--- config.mk ---
export PLATFORM = sky130hd
export DESIGN_NAME = div_ctrl_flat
export DESIGN_NICKNAME = d
export VERILOG_FILES = /design/src/rtl/cdim_div_pkg.sv /design/src/rtl/div_ctrl_if.sv /design/src/rtl/div_step.sv /design/src/rtl/div_ctrl.sv /design/src/flat_wrapper.sv
export SDC_FILE = /design/constraint.sdc
export NUM_CORES = 1
export LEC_CHECK = 0
export ABC_AREA = 1
export CORE_MARGIN = 2
export CORE_UTILIZATION = 55
export CTS_CLUSTER_DIAMETER = 60
export DETAILED_ROUTE_END_ITERATION = 10
export PLACE_DENSITY = 0.77
export SYNTH_ARGS = -nofsm -noshare
export SYNTH_HDL_FRONTEND = slang
export SYNTH_SLANG_ARGS = --single-unit
--- constraint.sdc ---
create_clock -name clk -period 7 [get_ports clk]
set_input_delay 0.7 -clock clk [delete_from_list [all_inputs] [get_ports clk]]
set_output_delay 0.7 -clock clk [all_outputs]
set_load 0.02 [all_outputs]
--- src/rtl/cdim_div_pkg.sv ---
// Shared types and constants for the iterative divider.
// Enum states, operand width, iteration count, divide-by-zero quotient.
package cdim_div_pkg;

  localparam int DIV_WIDTH = 32;
  localparam int DIV_ITERS = 32;

  localparam logic [DIV_WIDTH-1:0] DIV_ZERO_QUO = 32'hFFFF_FFFF;

  typedef enum logic [1:0] {
    IDLE,
    BUSY,
    DONE
  } div_state_e;

  // Conditional two's-complement negate.
  function automatic logic [DIV_WIDTH-1:0] div_abs(
    input logic [DIV_WIDTH-1:0] v,
    input logic                 neg
  );
    return neg ? -v : v;
  endfunction

endpackage

--- src/rtl/div_ctrl_if.sv ---
// Operand/result bundle between the E-stage and the divider.
// master drives operands; slave is the divider.
interface div_ctrl_if;
  import cdim_div_pkg::*;

  logic                 start;
  logic                 signed_div;
  logic [DIV_WIDTH-1:0] dividend;
  logic [DIV_WIDTH-1:0] divisor;
  logic                 cancel;
  logic                 div_stall;
  logic                 result_valid;
  logic [DIV_WIDTH-1:0] quotient;
  logic [DIV_WIDTH-1:0] remainder;

  modport master (
    output start, signed_div, dividend, divisor, cancel,
    input  div_stall, result_valid, quotient, remainder
  );

  modport slave (
    input  start, signed_div, dividend, divisor, cancel,
    output div_stall, result_valid, quotient, remainder
  );

endinterface

--- src/rtl/div_step.sv ---
// One restoring radix-2 divide step.
// Shifts the next dividend bit into the partial remainder.
module div_step
  import cdim_div_pkg::*;
(
  input  logic [DIV_WIDTH-1:0] rem,
  input  logic [DIV_WIDTH-1:0] quo,
  input  logic [DIV_WIDTH-1:0] dvs,
  output logic [DIV_WIDTH-1:0] rem_n,
  output logic [DIV_WIDTH-1:0] quo_n
);

  logic [DIV_WIDTH:0] sh;
  logic               ge;

  // Trial subtract; keep the difference only when it fits.
  always_comb begin
    sh    = {rem, quo[DIV_WIDTH-1]};
    ge    = (sh >= {1'b0, dvs});
    rem_n = ge ? (sh[DIV_WIDTH-1:0] - dvs) : sh[DIV_WIDTH-1:0];
    quo_n = {quo[DIV_WIDTH-2:0], ge};
  end

endmodule

--- src/rtl/div_ctrl.sv ---
// Multi-cycle DIV/DIVU controller; stalls E while busy.
// Option: DIV_ZERO_FASTPATH_EN finishes zero-divisor ops at once.
module div_ctrl
  import cdim_div_pkg::*;
(
  input  logic       clk,
  input  logic       resetn,
  div_ctrl_if.slave  bus
);

  localparam logic [4:0] LAST_CNT = 5'(DIV_ITERS - 1);

  div_state_e state, state_n;

  logic [4:0]           cnt;
  logic [DIV_WIDTH-1:0] rem_r, quo_r, dvs_r;
  logic [DIV_WIDTH-1:0] rem_n, quo_n;
  logic [DIV_WIDTH-1:0] q_r, r_r;
  logic                 sgn_r, sa_r, sb_r, dz_r;
  logic                 load, step, fast, stall, rv;
  logic                 a_neg, b_neg, dz_in, last;
  logic [DIV_WIDTH-1:0] q_fin, r_fin;

  assign a_neg = bus.signed_div & bus.dividend[DIV_WIDTH-1];
  assign b_neg = bus.signed_div & bus.divisor[DIV_WIDTH-1];
  assign dz_in = (bus.divisor == '0);
  assign last  = step & (cnt == LAST_CNT);

  div_step u_step (
    .rem   (rem_r),
    .quo   (quo_r),
    .dvs   (dvs_r),
    .rem_n (rem_n),
    .quo_n (quo_n)
  );

  assign q_fin = dz_r ? DIV_ZERO_QUO
                      : div_abs(quo_n, sgn_r & (sa_r ^ sb_r));
  assign r_fin = div_abs(rem_n, sgn_r & sa_r);

  // State register.
  always_ff @(posedge clk or negedge resetn) begin
    if (!resetn) state <= IDLE;
    else         state <= state_n;
  end

  // Next state and control strobes; cancel overrides everything.
  always_comb begin
    state_n = state;
    load    = 1'b0;
    step    = 1'b0;
    fast    = 1'b0;
    stall   = 1'b0;
    rv      = 1'b0;
    case (state)
      IDLE: begin
        if (bus.start) begin
          stall   = 1'b1;
          load    = 1'b1;
          state_n = BUSY;
`ifdef DIV_ZERO_FASTPATH_EN
          if (dz_in) begin
            fast    = 1'b1;
            state_n = DONE;
          end
`endif
        end
      end
      BUSY: begin
        stall = 1'b1;
        step  = 1'b1;
        if (cnt == LAST_CNT) state_n = DONE;
      end
      DONE: begin
        rv      = 1'b1;
        state_n = IDLE;
      end
      default: state_n = IDLE;
    endcase
    if (bus.cancel) begin
      state_n = IDLE;
      load    = 1'b0;
      step    = 1'b0;
      fast    = 1'b0;
      stall   = 1'b0;
      rv      = 1'b0;
    end
    if (!resetn) stall = 1'b0;
  end

  // Working registers and registered results.
  always_ff @(posedge clk or negedge resetn) begin
    if (!resetn) begin
      cnt   <= '0;
      rem_r <= '0;
      quo_r <= '0;
      dvs_r <= '0;
      sgn_r <= 1'b0;
      sa_r  <= 1'b0;
      sb_r  <= 1'b0;
      dz_r  <= 1'b0;
      q_r   <= '0;
      r_r   <= '0;
    end else begin
      if (load) begin
        cnt   <= '0;
        rem_r <= '0;
        quo_r <= div_abs(bus.dividend, a_neg);
        dvs_r <= div_abs(bus.divisor, b_neg);
        sgn_r <= bus.signed_div;
        sa_r  <= bus.dividend[DIV_WIDTH-1];
        sb_r  <= bus.divisor[DIV_WIDTH-1];
        dz_r  <= dz_in;
      end
      if (fast) begin
        q_r <= DIV_ZERO_QUO;
        r_r <= bus.dividend;
      end
      if (step) begin
        cnt   <= cnt + 5'd1;
        rem_r <= rem_n;
        quo_r <= quo_n;
      end
      if (last) begin
        q_r <= q_fin;
        r_r <= r_fin;
      end
    end
  end

  assign bus.div_stall    = stall;
  assign bus.result_valid = rv;
  assign bus.quotient     = q_r;
  assign bus.remainder    = r_r;

endmodule
--- src/flat_wrapper.sv ---
// flat-port wrapper written by rule: the top's interface ports become plain ports
module div_ctrl_flat import cdim_div_pkg::*;
  (clk, resetn, bus_start, bus_signed_div, bus_dividend, bus_divisor, bus_cancel, bus_div_stall, bus_result_valid, bus_quotient, bus_remainder);
  div_ctrl_if bus_i ();
  input  logic clk;
  input  logic resetn;
  input wire logic [$bits(bus_i.start)-1:0] bus_start;
  input wire logic [$bits(bus_i.signed_div)-1:0] bus_signed_div;
  input wire logic [$bits(bus_i.dividend)-1:0] bus_dividend;
  input wire logic [$bits(bus_i.divisor)-1:0] bus_divisor;
  input wire logic [$bits(bus_i.cancel)-1:0] bus_cancel;
  output wire logic [$bits(bus_i.div_stall)-1:0] bus_div_stall;
  output wire logic [$bits(bus_i.result_valid)-1:0] bus_result_valid;
  output wire logic [$bits(bus_i.quotient)-1:0] bus_quotient;
  output wire logic [$bits(bus_i.remainder)-1:0] bus_remainder;
  assign bus_i.start = bus_start;
  assign bus_i.signed_div = bus_signed_div;
  assign bus_i.dividend = bus_dividend;
  assign bus_i.divisor = bus_divisor;
  assign bus_i.cancel = bus_cancel;
  assign bus_div_stall = bus_i.div_stall;
  assign bus_result_valid = bus_i.result_valid;
  assign bus_quotient = bus_i.quotient;
  assign bus_remainder = bus_i.remainder;
  div_ctrl u_core (.clk(clk), .resetn(resetn), .bus(bus_i));
endmodule
Word level (Yosys, flattened, before mapping)
Index checks and enable logic that the tools add are counted.
- bits in latches: 0
- output and inout bits: 66
- ROM bits: 0
- logic and storage cells: 59
- memories kept: 0
- memory bits (writable): 0
- bits in registers: 171
- muxes and demuxes: 26
- shift-type cells: 0
- reduce and logical (&&, ||, !) cells: 4
- add/subtract/negate cells: 6
- eq/ne operators: 5
- bitwise operators: 6
- multiply operators: 0
- div/mod/pow operators: 0
- order comparisons: 1
- operators with widths (operator ; count):
    $mux W32 ; 10
    $neg A32 Y32 ; 4
    $ge A33 B32 Y1 ; 1
    $logic_not A32 Y1 ; 1
    $sub A32 B32 Y32 ; 1
    $mux W5 ; 2
    $mux W1 ; 9
    $mux W2 ; 3
    $add A5 B1 Y5 const B ; 1
    $and A1 B1 Y1 ; 5
    $eq A5 B5 Y1 const B ; 1
    $pmux W2 S2 ; 1
    $ne A3 B2 Y1 const B ; 1
    $ne A3 B3 Y1 const B ; 1
    $eq A2 B1 Y1 const B ; 1
    $eq A2 B2 Y1 const B ; 1
    $logic_not A2 Y1 ; 1
    $pmux W1 S2 ; 1
    $reduce_and A2 Y1 ; 1
    $reduce_bool A2 Y1 ; 1
    $xor A1 B1 Y1 ; 1

Longest topological paths before layout
Gate-level depths: netlist of run 1.
- depth after elaboration: 5
- depth in mapped cells: 29
- mapped depth without buffers: 27

Hierarchy
Synthesis of run 1 repeated with hierarchy kept, for this count alone.
- cells, all modules: 2117
- area total of the unflattened synthesis: 13899.6 um^2
- by module, submodules not included (module ; seq. area each (um^2) ; times used ; cells each ; area an instance (um^2)):
    div_ctrl ; 4279.1 ; 1 ; 1438 ; 10498.8
    div_step ; 0.0 ; 1 ; 679 ; 3400.8

Worst setup path after synthesis of run 1
Ideal clock, no wire load.
- kind: register to register
- start: register u_core.rem_r[23]
- end: register u_core.q_r[30] (netlist: u_core.bus.quotient[30])
- buffers on the path: 2
- arrival: 3.384 ns
- library setup time: 0.063 ns
- required time: 6.937 ns
- slack: 3.553 ns
- cell stages (with the launch flop): 24
- clock period less this slack: 3.447 ns
- cell sequence: dfrtp_1 > ha_1 > a21o_1 > nor2_2 > a21oi_2 > nor2_4 > nand2_4 > buf_6 > inv_2 > buf_6 > ha_1 > nand3_1 > nor3_2 > nand3_1 > nor3_1 > nand3_1 > nor2_1 > a21oi_1 > nor2_1 > o21a_1 > a21oi_1 > o21ai_0 > o21ai_1 > inv_1
- word-level cells in the longest chain between the ends: 4
- ends and longest elaborated chain (item ; line ; RTL):
    start: declaration ; div_ctrl.sv:16 ; logic [DIV_WIDTH-1:0] rem_r, quo_r, dvs_r;
    start signal: assignment ; div_ctrl.sv:121 ; rem_r <= rem_n;
    $ge A33 B32 Y1 ; div_step.sv:19 ; ge = (sh >= {1'b0, dvs});
    $neg A32 Y32 ; cdim_div_pkg.sv:21 ; return neg ? -v : v;
    $mux W32 ; cdim_div_pkg.sv:21 ;
    $mux W32 ; div_ctrl.sv:37 ; assign q_fin = dz_r ? DIV_ZERO_QUO
    end signal: assignment ; div_ctrl.sv:125 ; q_r <= q_fin;
    end: declaration ; div_ctrl.sv:18 ; logic [DIV_WIDTH-1:0] q_r, r_r;
Every way passes these cells.
A chain may end at the register's enable or synchronous reset.

Final worst setup path of run 1
- start: register u_core.dvs_r[30]
- end: register u_core.q_r[30] (netlist: u_core.bus.quotient[30])
- word-level cells in the longest chain between the ends: 4
- ends and longest elaborated chain (item ; line ; RTL):
    start: declaration ; div_ctrl.sv:16 ;
    start signal: assignment ; div_ctrl.sv:109 ; dvs_r <= div_abs(bus.divisor, b_neg);
    $ge A33 B32 Y1 ; div_step.sv:19 ;
    $neg A32 Y32 ; cdim_div_pkg.sv:21 ;
    $mux W32 ; cdim_div_pkg.sv:21 ;
    $mux W32 ; div_ctrl.sv:37 ;
Every way passes these cells.

==> results of run 1 <==
[final cells by class]
class,count,area [um^2],area share [%]
well taps,285,357,2.43
multi-input cells,1356,7020,47.9
clock buffers,17,425,2.90
flip-flops and latches,171,4280,29.2
repair buffers,142,1400,9.57
diodes,1,2.50,0.0171
inverters,273,1020,6.99
clock inverters,14,153,1.04
[kinds of logic after synthesis]
logic type / synth area share (%)
and+or+nand+nor: 32.9
buffers and inverters: 10.2
AOI/OAI and AO/OA: 12.0
DFF: 34.1
xor gates and xnor gates: 6.83
adders and majority gates: 3.94
[critical path: stages (launching register included)]
cell	delay (ns)
dfrtp_1	0.38
inv_1	0.13
ha_1	0.32
a21o_1	0.23
a21oi_2	0.20
nand3_2	0.11
nor2_4	0.53
nand2_4	0.41
inv_2	0.31
ha_1	0.20
nand3_1	0.13
nor3_2	0.21
nand3_1	0.17
nor3_1	0.42
nand3_1	0.14
nor2_1	0.17
a21oi_1	0.11
nor2_1	0.27
o21a_1	0.18
a21oi_1	0.06
o21ai_0	0.11
o21ai_1	0.09
inv_1	0.08
[path summary, 6_finish.rpt]
| check | from | end | slack (ns) | cells after the start |
|---|---|---|---|---|
| min in group clk | u_core.dvs_r[11]$_DFFE_PN0P_ | u_core.dvs_r[11]$_DFFE_PN0P_ | 0.48 | 2 |
| worst max-delay path | u_core.dvs_r[30]$_DFFE_PN0P_ | u_core.bus.quotient[30]$_DFFE_PN0P_ | 1.97 | 22 |
| worst min register to register | u_core.dvs_r[11]$_DFFE_PN0P_ | u_core.dvs_r[11]$_DFFE_PN0P_ | 0.48 | 2 |
| max in group asynchronous | resetn | u_core.bus.quotient[7]$_DFFE_PN0P_ | 5.28 | 2 |
| worst min-delay path | resetn | u_core.dvs_r[6]$_DFFE_PN0P_ | 0.27 | 1 |
| worst max register to register | u_core.dvs_r[30]$_DFFE_PN0P_ | u_core.bus.quotient[30]$_DFFE_PN0P_ | 1.97 | 22 |
[registers in the layout (all words and copies together), names as in the netlist]
name and cells:
u_core.bus.quotient 32, u_core.bus.remainder 32, u_core.dvs_r 32, u_core.quo_r 32, u_core.rem_r 32, u_core.cnt 5
u_core.state 2, u_core.dz_r 1, u_core.sa_r 1, u_core.sb_r 1, u_core.sgn_r 1
[synth_stat cells (17+ instances only)]
cell      count  area (um^2)
a21oi_1      36          180
clkbuf_1     41          154
dfrtp_1     171         4280
ha_1         38          475
inv_1       254          953
nand2_1     567         2130
nand2_2      18          113
nand3_1     131          656
nand4_1      19          119
nor2_1      159          597
nor2_2       17          106
nor3_1       27          135
o21ai_0     104          521
o221ai_1     31          272
o22ai_1      24          150
xnor2_1      23          201
xor2_1       75          657
[through the flow]
step / worst slack (ns) / hold WS (ns)
final: 1.97 / 0.269
after global routing: 1.54 / 0.342
after CTS: 2.07 / 0.325
after detailed placement: 2.11 / 0.470
after global placement: 2.08 / 0.465
after floorplan: 3.55 / 0.404
[per-layer routing]
metal	vias up	wire length (um)	GRT usage, %
met4	0	1610	14.7
li1	6143	-	-
met1	5918	17000	44.1
met2	497	19800	58.5
met3	99	2560	4.43
met5	-	0	0
[power by group through the flow]
stage,combinational (uW),sequential (uW),clock [uW]
6_report,3930,1350,957
5_1_grt,4350,1370,991
4_1_cts,3860,1340,956
3_5_place_dp,3830,1360,0
3_3_place_gp,3820,1350,0
2_1_floorplan,2850,1290,0
[placed cells by master, fill, tap and decap left out, types with 19 or more instances in the layout]
cell	synthesis	routed
a21oi_1	36	36
clkdlybuf4s50_1	0	133
dfrtp_1	171	171
ha_1	38	38
inv_1	254	254
nand2_1	567	566
nand2_2	18	19
nand3_1	131	130
nand4_1	19	19
nor2_1	159	158
nor3_1	27	27
o21ai_0	104	104
o221ai_1	31	31
o22ai_1	24	24
xnor2_1	23	23
xor2_1	75	75
==> out/qor.yml, run 1 <==
hpwl_mm: 31.8
status: "completed"
final_cell_area_um2: 14700
worstPathMaxFanout: 38
clkLatencyLatePin_ns: 0.45
fp.dieH_um: 155
power_uw: 6230
hold_class: "in -> async"
grt_pass1_vias: 12100
pwr-share-clk_pct: 15.4
cts.sinks: 171
power_frac_seq_pct: 21.6
seq_area_frac_synth_pct: 34.1
stdcell_count: 2259
relSlewSlack_pct: 25.6
critical_path.endpoint_type: "flip-flop"
power_per_cell_area_nw_per_um2: 425
leakagePower_uw: 0.00752
syn_inst: 1854
min_period_over_period_pct: 71.9
io_buffers: 134
ys_async_sr_fraction_pct: 100
route.detailed.drc: 0
drv_cap: 0
synth_seq_cells: 171
setup_viol: 0
clk_path_buf_depth: 2
grt_usage_pct: 34.4
grt_overflow_total: 0
rsz0062_at_grt: "false"
netSwitchingFraction_pct: 54.9
chipWidth_um: 155
tns_ns: 0
synth_edf_count: 0
layout-drive-gt1-share_pct: 5.58
synth_cell_type_count: 48
clkTransAtPathRegs_ns: 0.07
ioPinCount: 135
fillCellCount: 2102
finClkSkew_ns: 0.0153
core_region_area_um2: 22500
yosysWarnings: 0
num_rows: 55
placedInstanceArea_um2: 14100
crit_arrival_ns: 5.41
drv_slew: 0
wl_per_cell_um: 18.1
grt_max_degree: 94
internal-power_uw: 2810
area_growth_pct: 16.7
start_kind: "flip-flop"
wl_mm: 40.9
fmax_ghz: 0.199
root_buffer: "clkbuf_16"
final_core_util_pct: 65.1
grt_pass1_wl_mm: 64.1
path_class: "reg -> reg"
htree_levels: 4
numCtsBuffers: 17
place.gp.congestion: 0.989
cts_setup_buffers: 0
dr.pass1.iters: 6
mappedNetlistNets: 1962
cts_tree: "done"
via_per_inst: 5.60
period_needed_ns: 5.03
crit_required_ns: 7.38
postCtsHoldBufs: 0
drtIter0Drc: 953
start_util_pct: 55.8
max_slew.worst_pin.slew_ns: 1.11
antenna_found_initial: 0
ant_nets: 0
synth-main-ff-cell: "dfrtp_1"
p_sw_uw: 3420
ctsResizeCount: 0
dp_cells: 2227
combinationalPowerShare_pct: 63.0
avgSynthCellArea_um2: 6.78
peakVddDrop_mv: 0.209
detailroute.via_count: 12700
die_area_um2: 24100
hold_viol: 0
nNetsFinal: 2069
syn-cell-area_um2: 12600
Note: power is estimated with default switching activity, not from simulation.
==> run 2, diff against run 1 <==
- CORE_UTILIZATION: 55 -> 53
- PLACE_DENSITY: 0.77 -> 0.78
- clock period: 7 -> 4.6 ns (I/O delays scaled with it)
==> out/qor.yml, run 2 (synthesized netlist as in run 1, its figures left out) <==
hold_depth: 2
most-common-layout-cells: "566 x nand2_1, 254 x inv_1, 171 x dfrtp_1, 158 x nor2_1, 133 x clkdlybuf4s50_1"
clkLatencyLatePin_ns: 0.44
layout_commonest_cell: "nand2_1"
crit_arrival_ns: 4.25
die_area_um2: 25000
io_buffers: 134
period_needed_ns: 3.87
pwr-share-clk_pct: 15.7
fillCellCount: 2162
fp.dieH_um: 158
hp-start: "u_core.bus.remainder[28]$_DFFE_PN0P_"
clkTransAtPathRegs_ns: 0.08
hold_class: "reg -> reg"
start_kind: "flip-flop"
fmax_ghz: 0.258
num_rows: 56
p_sw_uw: 5330
slowest_stage: "dfrtp_1"
wl_mm: 42.8
dr.pass1.iters: 6
finClkSkew_ns: 0.0133
cp_common_cell: "nand3_1"
final_core_util_pct: 63.2
timing.rr.end: "u_core.bus.quotient[26]$_DFFE_PN0P_"
drv_cap: 0
detailroute.via_count: 12800
ctsResizeCount: 0
antenna_cells: 0
root_buffer: "clkbuf_16"
min_to: "u_core.bus.remainder[28]$_DFFE_PN0P_"
reg2reg_depth: 24
whs_ns: 0.485
peakVddDrop_mv: 0.316
grt_pass1_vias: 12300
status: "completed"
crit_buf_inv: 4
internal-power_uw: 4410
start_util_pct: 53.7
hpwl_mm: 32.5
tns_ns: 0
relSlewSlack_pct: 33.6
core_region_area_um2: 23400
rsz0062_at_grt: "false"
grt_max_degree: 93
netSwitchingFraction_pct: 54.8
wl_per_cell_um: 18.6
power_frac_seq_pct: 20.8
max_slew.worst_pin.slew_ns: 0.996
ant_nets: 0
critical_path.cell_chain: "ha_1 -> nand2_2 -> inv_2 -> nand2_1 -> nand2_1 -> nand2_1 -> nand3_1 -> inv_1 -> nand2_2 -> nand2_4 -> nand2_4 -> inv_2 -> ha_1 -> nand3_1 -> nor3_2 -> nand3_1 -> nor3_1 -> nand3_1 -> nor2_1 -> a21oi_1 -> nor2_1 -> xor2_1 -> o22ai_1 -> inv_1"
place.gp.congestion: 1.04
nNetsFinal: 2079
cp_top_family: "simple AND/OR/NAND/NOR gates"
ioPinCount: 135
critical_path.endpoint_type: "flip-flop"
leakagePower_uw: 0.00757
grt_overflow_total: 0
setup_viol: 0
antenna_found_initial: 0
grt_usage_pct: 35.1
worstPathMaxFanout: 4
numCtsBuffers: 17
power_per_cell_area_nw_per_um2: 659
min_period_over_period_pct: 84.2
crit_required_ns: 4.98
layout-drive-gt1-share_pct: 5.95
hold_viol: 0
slowest_delay_ns: 0.41
path_class: "reg -> reg"
via_per_inst: 5.57
drv_slew: 0
drtIter0Drc: 1109
area_growth_pct: 17.7
cts_tree: "done"
grt_pass1_wl_mm: 66.9
cts.sinks: 171
combinationalPowerShare_pct: 63.5
htree_levels: 4
route.detailed.drc: 0
timing.rr.start: "u_core.rem_r[11]$_DFFE_PN0P_"
clk_path_buf_depth: 2
chipWidth_um: 158
reg2reg_slack_ns: 0.73
==> run 2: cell count changes in the layout (fill, tap and decap cells not counted) <==
cell           before  now
clkbuf_1            0    1
buf_4               8   17
bufinv_16           0    2
clkinv_8            3    0
diode_2             1    0
dlygate4sd3_1       0    1
inv_8               4    3
clkinv_2            0    1
==> run 2: worst max path at each step <==
stage,endpoint,cells after the start,from
final,u_core.bus.quotient[26]$_DFFE_PN0P_,24,u_core.rem_r[11]$_DFFE_PN0P_
after CTS,u_core.bus.quotient[30]$_DFFE_PN0P_,26,u_core.rem_r[11]$_DFFE_PN0P_
after global placement,u_core.bus.quotient[30]$_DFFE_PN0P_,24,u_core.rem_r[16]$_DFFE_PN0P_
after detailed placement,u_core.bus.quotient[28]$_DFFE_PN0P_,24,u_core.rem_r[11]$_DFFE_PN0P_
after floorplan,u_core.bus.quotient[30]$_DFFE_PN0P_,23,u_core.rem_r[23]$_DFFE_PN0P_
after global routing,u_core.bus.quotient[30]$_DFFE_PN0P_,26,u_core.rem_r[11]$_DFFE_PN0P_
==> run 2: through the flow <==
stage               setup slack [ns]  cells  instance area, um^2  power (uW)
finish                         0.727   2302                14800        9740
detailed placement             0.819   2270                14200        8080
global route                   0.304   2302                14800       10500
floorplan                       1.15   1854                12600        6300
global placement               0.887   2270                14200        8020
CTS                            0.767   2302                14800        9620
==> run 2: power by group through the flow <==
stage,logic (uW),clock network [uW],registers [uW]
2_1_floorplan,4330,0,1970
3_3_place_gp,6000,0,2020
3_5_place_dp,6040,0,2040
4_1_cts,6080,1530,2010
5_1_grt,6820,1580,2060
6_report,6180,1530,2020
==> run 2: tightest hold or removal path, delay by kind of cell, from the launching register on <==
| family | cells | cell delay [ns] |
|---|---|---|
| AND/OR/NAND/NOR | 2 | 0.10 |
| flip-flops | 1 | 0.35 |
==> run 2: final cells by class <==
class	instances	area (um^2)	share of cell area [%]
clock buffers	18	429	2.90
well taps	319	399	2.70
multi-input cells	1356	7020	47.5
flip-flops and latches	171	4280	28.9
inverters	273	1020	6.93
clock inverters	13	158	1.07
repair buffers	152	1480	10.0
==> run 2: what timing repair did <==
item                                    4_1_cts  5_1_grt
hold endpoints to repair                      5        0
hold buffers                                  1        0
setup buffers                                 0        0
endpoints found under the setup margin        0        0
==> run 2: routing by layer <==
| layer | global-route usage (%) | wire length (um) | vias to the layer above |
|---|---|---|---|
| met2 | 58.4 | 20300 | 530 |
| met3 | 5.01 | 2640 | 89 |
| met1 | 45.2 | 17900 | 6036 |
| met4 | 16.2 | 1930 | 0 |
| li1 | - | - | 6176 |
| met5 | 0 | 0 | - |
